$ cat config.mk
export PLATFORM = sky130hd
export DESIGN_NAME = frame_painter_flat
export DESIGN_NICKNAME = d
export VERILOG_FILES = /design/src/rtl/veggie_pkg.sv /design/src/rtl/frame_painter_if.sv /design/src/rtl/frame_painter.sv /design/src/flat_wrapper.sv
export SDC_FILE = /design/constraint.sdc
export NUM_CORES = 1
export LEC_CHECK = 0
export ABC_AREA = 1
export BUFFER_PORTS_ARGS = -buffer_cell sky130_fd_sc_hd__clkbuf_2
export CAP_MARGIN = 25
export CORE_MARGIN = 3
export CORE_UTILIZATION = 60
export DETAILED_ROUTE_END_ITERATION = 7
export PLACE_DENSITY = 0.81
export SLEW_MARGIN = 20
export SYNTH_ARGS = -nofsm -noshare
export SYNTH_HDL_FRONTEND = slang
export SYNTH_SLANG_ARGS = --single-unit
$ cat constraint.sdc
create_clock -name Clk -period 6.2 [get_ports Clk]
set_clock_uncertainty 0.05 [all_clocks]
set_input_delay 1.24 -clock Clk [delete_from_list [all_inputs] [get_ports Clk]]
set_output_delay 1.24 -clock Clk [all_outputs]
set_load 0.1 [all_outputs]
$ cat src/rtl/veggie_pkg.sv
// Shared constants and enums for the frame-buffer painter.
package veggie_pkg;

    localparam int H_RES     = 640;
    localparam int V_RES     = 480;
    localparam int FB_ADDR_W = 19;

    typedef enum logic {
        OP_RECT  = 1'b0,
        OP_CLEAR = 1'b1
    } paint_op_t;

    typedef enum logic [1:0] {
        ST_IDLE,
        ST_SETUP,
        ST_FILL,
        ST_DONE
    } paint_state_t;

endpackage

$ cat src/rtl/frame_painter_if.sv
// Command bus and frame-buffer write port of the painter.
// master = command source / buffer side, slave = painter.
interface frame_painter_if #(
    parameter int ADDR_W = veggie_pkg::FB_ADDR_W
);
    logic              cmd_valid;
    logic              cmd_ready;
    logic              cmd_op;
    logic [9:0]        cmd_x;
    logic [9:0]        cmd_y;
    logic [9:0]        cmd_w;
    logic [9:0]        cmd_h;
    logic [7:0]        cmd_colour;
    logic              busy;
    logic              done;
    logic [ADDR_W-1:0] wr_addr;
    logic [7:0]        wr_data;
    logic              wr_en;

    modport master (
        output cmd_valid, cmd_op, cmd_x, cmd_y, cmd_w, cmd_h, cmd_colour,
        input  cmd_ready, busy, done, wr_addr, wr_data, wr_en
    );

    modport slave (
        input  cmd_valid, cmd_op, cmd_x, cmd_y, cmd_w, cmd_h, cmd_colour,
        output cmd_ready, busy, done, wr_addr, wr_data, wr_en
    );
endinterface

$ cat src/rtl/frame_painter.sv
// Rectangle-fill / full-screen-clear writer: clips one command to the
// screen and emits one pixel write per clock. All outputs are registered
// from the next-state values, so wr_* move together.
module frame_painter
    import veggie_pkg::*;
#(
    parameter int H_RES  = veggie_pkg::H_RES,
    parameter int V_RES  = veggie_pkg::V_RES,
    parameter int ADDR_W = veggie_pkg::FB_ADDR_W
) (
    input  logic          Clk,
    input  logic          reset_n,
    frame_painter_if.slave bus
);

    localparam logic [10:0] HRES11 = 11'(H_RES);
    localparam logic [10:0] VRES11 = 11'(V_RES);

    // Row base y*H_RES as a constant shift-add; for 640 this is (y<<9)+(y<<7).
    function automatic logic [ADDR_W-1:0] times_hres(input logic [9:0] v);
        logic [ADDR_W-1:0] acc;
        acc = '0;
        for (int b = 0; b < ADDR_W; b++)
            if (H_RES[b]) acc = acc + (ADDR_W'(v) << b);
        return acc;
    endfunction

    paint_state_t      state_q, state_d;
    logic [9:0]        x_q, y_q, w_q, h_q;
    logic [7:0]        colour_q;
    logic [10:0]       wc_q, wc_d, hc_q, hc_d, col_q, col_d, row_q, row_d;
    logic [ADDR_W-1:0] row_base_q, row_base_d;

    logic              cmd_ready_q, cmd_ready_d;
    logic              busy_q, busy_d, done_q, done_d, wr_en_q, wr_en_d;
    logic [ADDR_W-1:0] wr_addr_q, wr_addr_d;
    logic [7:0]        wr_data_q, wr_data_d;

    logic              accept, clipped, last_col, last_row;
    logic [10:0]       w_room, h_room;

    // 11-bit arithmetic so x+w and H_RES-x never wrap.
    assign accept   = bus.cmd_valid && cmd_ready_q;
    assign clipped  = ({1'b0, x_q} >= HRES11) || ({1'b0, y_q} >= VRES11) ||
                      (w_q == 10'd0) || (h_q == 10'd0);
    assign w_room   = HRES11 - {1'b0, x_q};
    assign h_room   = VRES11 - {1'b0, y_q};
    assign last_col = (col_q == wc_q - 11'd1);
    assign last_row = (row_q == hc_q - 11'd1);

    // State register.
    always_ff @(posedge Clk) begin
        if (!reset_n) state_q <= ST_IDLE;
        else          state_q <= state_d;
    end

    // Next-state logic.
    always_comb begin
        state_d = state_q;
        case (state_q)
            ST_IDLE:  if (accept) state_d = ST_SETUP;
            ST_SETUP: state_d = clipped ? ST_DONE : ST_FILL;
            ST_FILL:  if (last_col && last_row) state_d = ST_DONE;
            ST_DONE:  state_d = ST_IDLE;
            default:  state_d = ST_IDLE;
        endcase
    end

    // Counter / clip datapath: SETUP computes the clipped size and row base,
    // FILL walks columns then rows.
    always_comb begin
        col_d      = col_q;
        row_d      = row_q;
        row_base_d = row_base_q;
        wc_d       = wc_q;
        hc_d       = hc_q;
        case (state_q)
            ST_SETUP: begin
                col_d      = '0;
                row_d      = '0;
                row_base_d = times_hres(y_q);
                wc_d       = ({1'b0, w_q} < w_room) ? {1'b0, w_q} : w_room;
                hc_d       = ({1'b0, h_q} < h_room) ? {1'b0, h_q} : h_room;
            end
            ST_FILL: begin
                if (last_col) begin
                    col_d      = '0;
                    row_d      = row_q + 11'd1;
                    row_base_d = row_base_q + ADDR_W'(H_RES);
                end else begin
                    col_d = col_q + 11'd1;
                end
            end
            default: ;
        endcase
    end

    // Output logic, evaluated on next-state values so the registers line up
    // with the state they describe. Address/data hold while not writing.
    always_comb begin
        cmd_ready_d = (state_d == ST_IDLE);
        busy_d      = (state_d != ST_IDLE);
        done_d      = (state_d == ST_DONE);
        wr_en_d     = (state_d == ST_FILL);
        wr_addr_d   = wr_addr_q;
        wr_data_d   = wr_data_q;
        if (wr_en_d) begin
            wr_addr_d = row_base_d + ADDR_W'(x_q) + ADDR_W'(col_d);
            wr_data_d = colour_q;
        end
    end

    // Command latch, counters and registered outputs.
    always_ff @(posedge Clk) begin
        if (!reset_n) begin
            x_q         <= '0;
            y_q         <= '0;
            w_q         <= '0;
            h_q         <= '0;
            colour_q    <= '0;
            wc_q        <= '0;
            hc_q        <= '0;
            col_q       <= '0;
            row_q       <= '0;
            row_base_q  <= '0;
            cmd_ready_q <= 1'b0;
            busy_q      <= 1'b0;
            done_q      <= 1'b0;
            wr_en_q     <= 1'b0;
            wr_addr_q   <= '0;
            wr_data_q   <= '0;
        end else begin
            if (accept) begin
                colour_q <= bus.cmd_colour;
                if (paint_op_t'(bus.cmd_op) == OP_CLEAR) begin
                    x_q <= '0;
                    y_q <= '0;
                    w_q <= 10'(H_RES);
                    h_q <= 10'(V_RES);
                end else begin
                    x_q <= bus.cmd_x;
                    y_q <= bus.cmd_y;
                    w_q <= bus.cmd_w;
                    h_q <= bus.cmd_h;
                end
            end
            wc_q        <= wc_d;
            hc_q        <= hc_d;
            col_q       <= col_d;
            row_q       <= row_d;
            row_base_q  <= row_base_d;
            cmd_ready_q <= cmd_ready_d;
            busy_q      <= busy_d;
            done_q      <= done_d;
            wr_en_q     <= wr_en_d;
            wr_addr_q   <= wr_addr_d;
            wr_data_q   <= wr_data_d;
        end
    end

    assign bus.cmd_ready = cmd_ready_q;
    assign bus.busy      = busy_q;
    assign bus.done      = done_q;
    assign bus.wr_en     = wr_en_q;
    assign bus.wr_addr   = wr_addr_q;
    assign bus.wr_data   = wr_data_q;

endmodule

$ cat src/flat_wrapper.sv
// flat-port wrapper written by rule: the top's interface ports become plain ports
module frame_painter_flat import veggie_pkg::*;
#(
    parameter int H_RES  = veggie_pkg::H_RES,
    parameter int V_RES  = veggie_pkg::V_RES,
    parameter int ADDR_W = veggie_pkg::FB_ADDR_W
)
  (Clk, reset_n, bus_cmd_valid, bus_cmd_op, bus_cmd_x, bus_cmd_y, bus_cmd_w, bus_cmd_h, bus_cmd_colour, bus_cmd_ready, bus_busy, bus_done, bus_wr_addr, bus_wr_data, bus_wr_en);
  frame_painter_if #(.ADDR_W(ADDR_W)) bus_i ();
  input  logic Clk;
  input  logic reset_n;
  input wire logic [$bits(bus_i.cmd_valid)-1:0] bus_cmd_valid;
  input wire logic [$bits(bus_i.cmd_op)-1:0] bus_cmd_op;
  input wire logic [$bits(bus_i.cmd_x)-1:0] bus_cmd_x;
  input wire logic [$bits(bus_i.cmd_y)-1:0] bus_cmd_y;
  input wire logic [$bits(bus_i.cmd_w)-1:0] bus_cmd_w;
  input wire logic [$bits(bus_i.cmd_h)-1:0] bus_cmd_h;
  input wire logic [$bits(bus_i.cmd_colour)-1:0] bus_cmd_colour;
  output wire logic [$bits(bus_i.cmd_ready)-1:0] bus_cmd_ready;
  output wire logic [$bits(bus_i.busy)-1:0] bus_busy;
  output wire logic [$bits(bus_i.done)-1:0] bus_done;
  output wire logic [$bits(bus_i.wr_addr)-1:0] bus_wr_addr;
  output wire logic [$bits(bus_i.wr_data)-1:0] bus_wr_data;
  output wire logic [$bits(bus_i.wr_en)-1:0] bus_wr_en;
  assign bus_i.cmd_valid = bus_cmd_valid;
  assign bus_i.cmd_op = bus_cmd_op;
  assign bus_i.cmd_x = bus_cmd_x;
  assign bus_i.cmd_y = bus_cmd_y;
  assign bus_i.cmd_w = bus_cmd_w;
  assign bus_i.cmd_h = bus_cmd_h;
  assign bus_i.cmd_colour = bus_cmd_colour;
  assign bus_cmd_ready = bus_i.cmd_ready;
  assign bus_busy = bus_i.busy;
  assign bus_done = bus_i.done;
  assign bus_wr_addr = bus_i.wr_addr;
  assign bus_wr_data = bus_i.wr_data;
  assign bus_wr_en = bus_i.wr_en;
  frame_painter #(.H_RES(H_RES), .V_RES(V_RES), .ADDR_W(ADDR_W)) u_core (.Clk(Clk), .reset_n(reset_n), .bus(bus_i));
endmodule
======== Word level (Yosys, flattened, before mapping) ========
Index checks and enable logic that the tools add are counted.
word-level totals
  register bits after elaboration ......... 144
  input bits .............................. 52
  output and inout port bits .............. 31
operators by class
  $add $sub $neg .......................... 10
  $lt $le $gt $ge ......................... 4
  equality and inequality tests ........... 8
  muxes and demuxes ....................... 17
  reductions and logical operators ........ 12
operator list
  cell                    count
  $mux 11                 4
  $pmux 11 s2             2
  $mux 10                 4
  $mux 19                 2
  $pmux 19 s2             1
  $add 11x1->11 const B   2
  $eq 11x11->1            2
  $lt 10x11->1            2
  $sub 11x1->11 const B   2
  $logic_not 10->1        2
  $add 19x10->19          1
  $add 19x10->19 const B  1
  $add 19x11->19          1
  $add 19x19->19          1
  $sub 10x10->11 const A  1
  $sub 9x10->11 const A   1
  $ge 10x10->1 const B    1
  $ge 10x9->1 const B     1
  $eq 2x2->1 const B      4
  $pmux 2 s4              1
  $logic_not 2->1         2
  $mux 2                  2
  $reduce_bool 2->1       2
  $logic_or 1x1->1        3
  other kinds (5)         6

======== Longest topological paths before layout ========
  depth after elaboration ................. 7
  mapped depth ............................ 37

======== Least setup slack after synthesis ========
No wires, ideal clock.
  path type ............................... reg2reg
  start ................................... register u_core.wc_q[0]
  end ..................................... register u_core.wr_addr_q[17], in the netlist u_core.bus.wr_addr[17]
  data arrival time ....................... 4.396 ns
  path slack .............................. 1.645 ns
  cell stages (with the launch flop) ...... 36
  buffers on the path ..................... 0
  clock period less this slack ............ 4.555 ns
  cell sequence ........................... dfxtp_1 inv_2 ha_1 inv_2 nor2_4 o21ai_0 nand2_1 nor2_2 o21ai_0 nor3_1 nand4_1 nand2_1 inv_1 a22oi_1 fa_1 inv_1 ha_1 inv_1 fa_1 nand3b_1 nand2_1 nand2_1 nand2_1 a21oi_1 o21ai_0 nand2_1 nand2_1 nand2_1 nand2_1 a21oi_1 nor2_1 nand2_2 o21ai_1 nand3_1 nand2_1 inv_1
between the ends
  longest elaborated chain between the ends .. 6
RTL lines
  item                                                 line                                        RTL
  start: declaration                                   frame_painter.sv:31                         logic [10:0] wc_q, wc_d, hc_q, hc_d, col_q, col_d, row_q, row_d;
  start signal: assignment                             frame_painter.sv:147                        wc_q <= wc_d;
  $sub 11x1->11 (*)                                    frame_painter.sv:48                         assign last_col = (col_q == wc_q - 11'd1);
  $eq 11x11->1 (*)                                     frame_painter.sv:48
  $mux 19 / $logic_and 1x1->1 (equally long branches)  frame_painter.sv:86, frame_painter.sv:63
  $pmux 19 s2 / $mux 2 (equally long branches)         frame_painter.sv:77, frame_painter.sv:63
  $add 19x10->19 / $pmux 2 s4 (equally long branches)  frame_painter.sv:108, frame_painter.sv:60
  $add 19x11->19 / $eq 2x2->1 (equally long branches)  frame_painter.sv:108, frame_painter.sv:104
  end signal: assignment                               frame_painter.sv:156                        wr_addr_q <= wr_addr_d;
  end: declaration                                     frame_painter.sv:36                         logic [ADDR_W-1:0] wr_addr_q, wr_addr_d;
Every way passes the cells marked *; elsewhere a longest branch is shown, timed or not.
A chain may end at the register's enable or synchronous reset.

======== Final worst setup path ========
  start ................................... register u_core.wc_q[1]
  end ..................................... register u_core.wr_addr_q[17], in the netlist u_core.bus.wr_addr[17]
Same word-level chain as after synthesis.

==> impl_metrics.csv <==
group,metric,value,unit
clocking,cts_resized,0,
grt,grt_pass1_vias,7964,
routing,vias,8272,
grt,top_usage_layer,"met2",
timing,min_period,5.38,ns
floorplan,fp.dieH,129,um
placed_design,dp_hpwl,16100,um
final_layout,layout_common_cells,"205 x nand2_1, 162 x nor2_1, 144 x inv_1, 144 x dfxtp_1, 91 x a21oi_1",
timing,max-slew-margin-rel,42.8,%
synthesis,synth_nets,1376,
floorplan,rows,44,
status,status,"complete, no violations",
placed_design,dp_cells,1489,
grt,use_met2,47.5,%
clocking,post-cts-setup-buffers,0,
timing,max_slew.worst_pin.slew,0.853,ns
routing,avgViaCountPerCell,5.43,
synthesis,synth_cells,1264,
synthesis,ys.warnings.count,0,
worst_hold_path,hold_path_class,"reg2reg",
timing,fin_tns_setup,0,ns
routing,wirelength,21900,um
power,p_leak,4.71,nW
worst_hold_path,whs_endpoint,"u_core.hc_q[10]",
clocking,cts_tree,"yes",
synthesis,ys_ff_latch,144,
routing,ant_nets,0,
worst_hold_path,worstHoldPathCells,2,
worst_setup_path,crit_path_end_kind,"flip-flop",
placed_design,io_buffers,82,
worst_setup_path,r2r_start,"u_core.wc_q[1]",
worst_setup_path,cp_common_cell,"nand2_1",
clocking,cts_root_buffer,"clkbuf_16",
timing,timing.hold.ws,0.390,ns
worst_setup_path,r2r_slack,0.82,ns
clocking,cts-hold-fix-buffers,0,
worst_setup_path,critPathSlowestCell,"fa_1",
final_layout,stdcell_count,1522,
floorplan,boundaryPins,83,
timing,fin_crit_sh,86.8,%
floorplan,core-area,14600,um^2
worst_setup_path,path_class,"reg2reg",
worst_setup_path,worst-r2r-cell-count,36,
timing,finalHoldViolCount,0,
final_layout,diodes,0,
clocking,path_clk_slew,0.06,ns
synthesis,synth.avg_cell_area,7.13,um^2
clocking,cts-buffers-inserted,17,
clocking,cts_buffer_depth,2,
synthesis,synth_area,9010,um^2
grt,grt_antenna_before_repair,0,
grt,grt_usage,27.3,%
clocking,htreeDepth,4,
synthesis,synth_edf_count,0,
power,p_total,4.79,mW
worst_setup_path,slowest_delay,0.46,ns
job,cap_violations,0,
grt,grt_max_degree,71,
timing,fmax,0.186,GHz
grt,grt_util_met1,33.7,%
worst_setup_path,cp.required,6.47,ns
synthesis,ys_seq_area_share,32.0,%
worst_setup_path,arrival,5.66,ns
grt,grt_use_met3,4.90,%
routing,drc,0,
final_layout,areaGrowthSynthToFinish,12.9,%
final_layout,drive_above_1_share,13.1,%
routing,wire_per_inst,14.4,um
worst_setup_path,crit_fanout,7,
clocking,clk_latency,0.43,ns
synthesis,synth.distinct_cells,49,
worst_hold_path,worstHoldStart,"u_core.hc_q[10]",
final_layout,nets,1437,
grt,grt_pass1_wl,36800,um
routing,first_pass_iters,5,
routing,drt-initial-drc-count,550,
synthesis,synthArstFlopShare,0,%
clocking,clock_sinks,144,
floorplan,initial_core_util,61.7,%
worst_setup_path,critPathLaunchType,"flip-flop",
grt,grt.overflow.total,0,
floorplan,die_x,129,um
placed_design,gp_congestion,0.934,
power,ir_worst_vdd,0.254,mV
floorplan,dieArea,16500,um^2
timing,finalSetupViolCount,0,
timing,grt_setup_unrepaired,"no",
power,power.density,471,nW/um^2
timing,slew_viol_final,0,
final_layout,final_common_cell,"nand2_1",
synthesis,ys.flop_type,"dfxtp_1",
worst_setup_path,r2r_end,"u_core.bus.wr_addr[17]",
## synth_stat cells, types with 2 or more instances
| master | number | area [um^2] |
|---|---|---|
| a211oi_1 | 24 | 180 |
| nand2_1 | 206 | 773 |
| xor2_1 | 51 | 447 |
| a22oi_1 | 2 | 15.0 |
| nand2_4 | 4 | 45.0 |
| nor2_2 | 5 | 31.3 |
| nand3_4 | 2 | 35.0 |
| nor4_1 | 5 | 31.3 |
| buf_6 | 2 | 22.5 |
| nand3b_1 | 3 | 22.5 |
| a21oi_1 | 91 | 455 |
| o21ai_1 | 23 | 115 |
| o21ai_0 | 68 | 340 |
| nor2_1 | 162 | 608 |
| a21oi_4 | 2 | 32.5 |
| nand3_1 | 77 | 385 |
| o21bai_1 | 3 | 22.5 |
| nor2_8 | 2 | 40.0 |
| clkinv_1 | 6 | 22.5 |
| fa_1 | 12 | 240 |
| inv_1 | 145 | 544 |
| nand3_2 | 6 | 60.1 |
| clkbuf_1 | 34 | 128 |
| o22ai_1 | 6 | 37.5 |
| xnor2_1 | 12 | 105 |
| nor3_1 | 25 | 125 |
| inv_2 | 7 | 26.3 |
| and2_1 | 3 | 18.8 |
| or2_2 | 6 | 37.5 |
| nand4_1 | 25 | 156 |
| a21o_1 | 4 | 30.0 |
| nor2_4 | 7 | 78.8 |
| ha_1 | 48 | 601 |
| buf_2 | 5 | 25.0 |
| buf_1 | 4 | 15.0 |
| dfxtp_1 | 144 | 2880 |
| o211ai_1 | 15 | 113 |
| nand2_2 | 6 | 37.5 |
| o221ai_1 | 2 | 17.5 |
## state kept, by name, summed over array words and instances (netlist names)
| signal | flops |
|---|---|
| u_core.colour_q | 8 |
| u_core.bus.done | 1 |
| u_core.bus.wr_addr | 19 |
| u_core.state_q | 2 |
| u_core.bus.wr_data | 8 |
| u_core.col_q | 11 |
| u_core.y_q | 10 |
| u_core.h_q | 10 |
| u_core.w_q | 10 |
| u_core.hc_q | 11 |
| u_core.row_base_q | 19 |
| u_core.row_q | 11 |
| u_core.bus.busy | 1 |
| u_core.wc_q | 11 |
| u_core.bus.cmd_ready | 1 |
| u_core.x_q | 10 |
| u_core.bus.wr_en | 1 |
## cells by family (layout without fill, tap and decap cells)
kind of cell / Yosys count / count (layout) / share of synthesized area [%]
and+or+nand+nor: 546 / 546 / 27.9
AOI/OAI and AO/OA: 246 / 246 / 15.6
buffers and inverters: 204 / 278 / 8.78
DFF: 144 / 144 / 32.0
xor gates and xnor gates: 64 / 64 / 6.31
adders and majority gates: 60 / 60 / 9.33
## through the flow
stage	setup slack, ns	cell area, um^2	utilization (%)
after floorplan	1.64	9010	-
after global placement	1.23	9490	65.1
after detailed placement	0.933	9490	65.1
after CTS	0.831	10100	69.6
after global routing	0.388	10200	69.7
final	0.819	10200	69.7
## power by group
group          internal [mW]  total, mW  switching (mW)
combinational          0.659       2.41            1.75
clock                  0.719       1.13           0.414
sequential              1.11       1.25           0.144
## routing by layer
metal / wire length [um] / part of all wire [%]
met5: 0 / 0
met4: 573 / 2.6
met3: 804 / 3.7
met2: 10900 / 50
met1: 9630 / 44
## cell type report
type                            instances  area, um^2
Tap cell                              184         230
Sequential cell                       144        2880
Timing Repair Buffer                   88         468
Fill cell                            1258        4420
Multi-Input combinational cell        916        5340
Clock buffer                           21         480
Clock inverter                         11         178
Inverter                              158         593
## worst max path at each step
stage,from,end,slack (ns),depth (start not counted)
CTS,u_core.wc_q[0],u_core.bus.wr_addr[17],0.83,35
global route,u_core.wc_q[1],u_core.bus.wr_addr[17],0.39,36
detailed placement,u_core.wc_q[0],u_core.bus.wr_addr[17],0.93,35
floorplan,u_core.wc_q[0],u_core.bus.wr_addr[17],1.64,35
global placement,u_core.wc_q[0],u_core.bus.wr_addr[17],1.23,35
finish,u_core.wc_q[1],u_core.bus.wr_addr[17],0.82,36
## worst max-delay path: cells and delay by family, from the launching register on
| family | cells | cell delay (ns) |
|---|---|---|
| compound gates | 6 | 1.02 |
| fa+ha+maj | 4 | 1.32 |
| buf+inv | 6 | 0.50 |
| flops | 1 | 0.30 |
| simple gates | 20 | 2.06 |
Note: power is estimated with default switching activity, not from simulation.
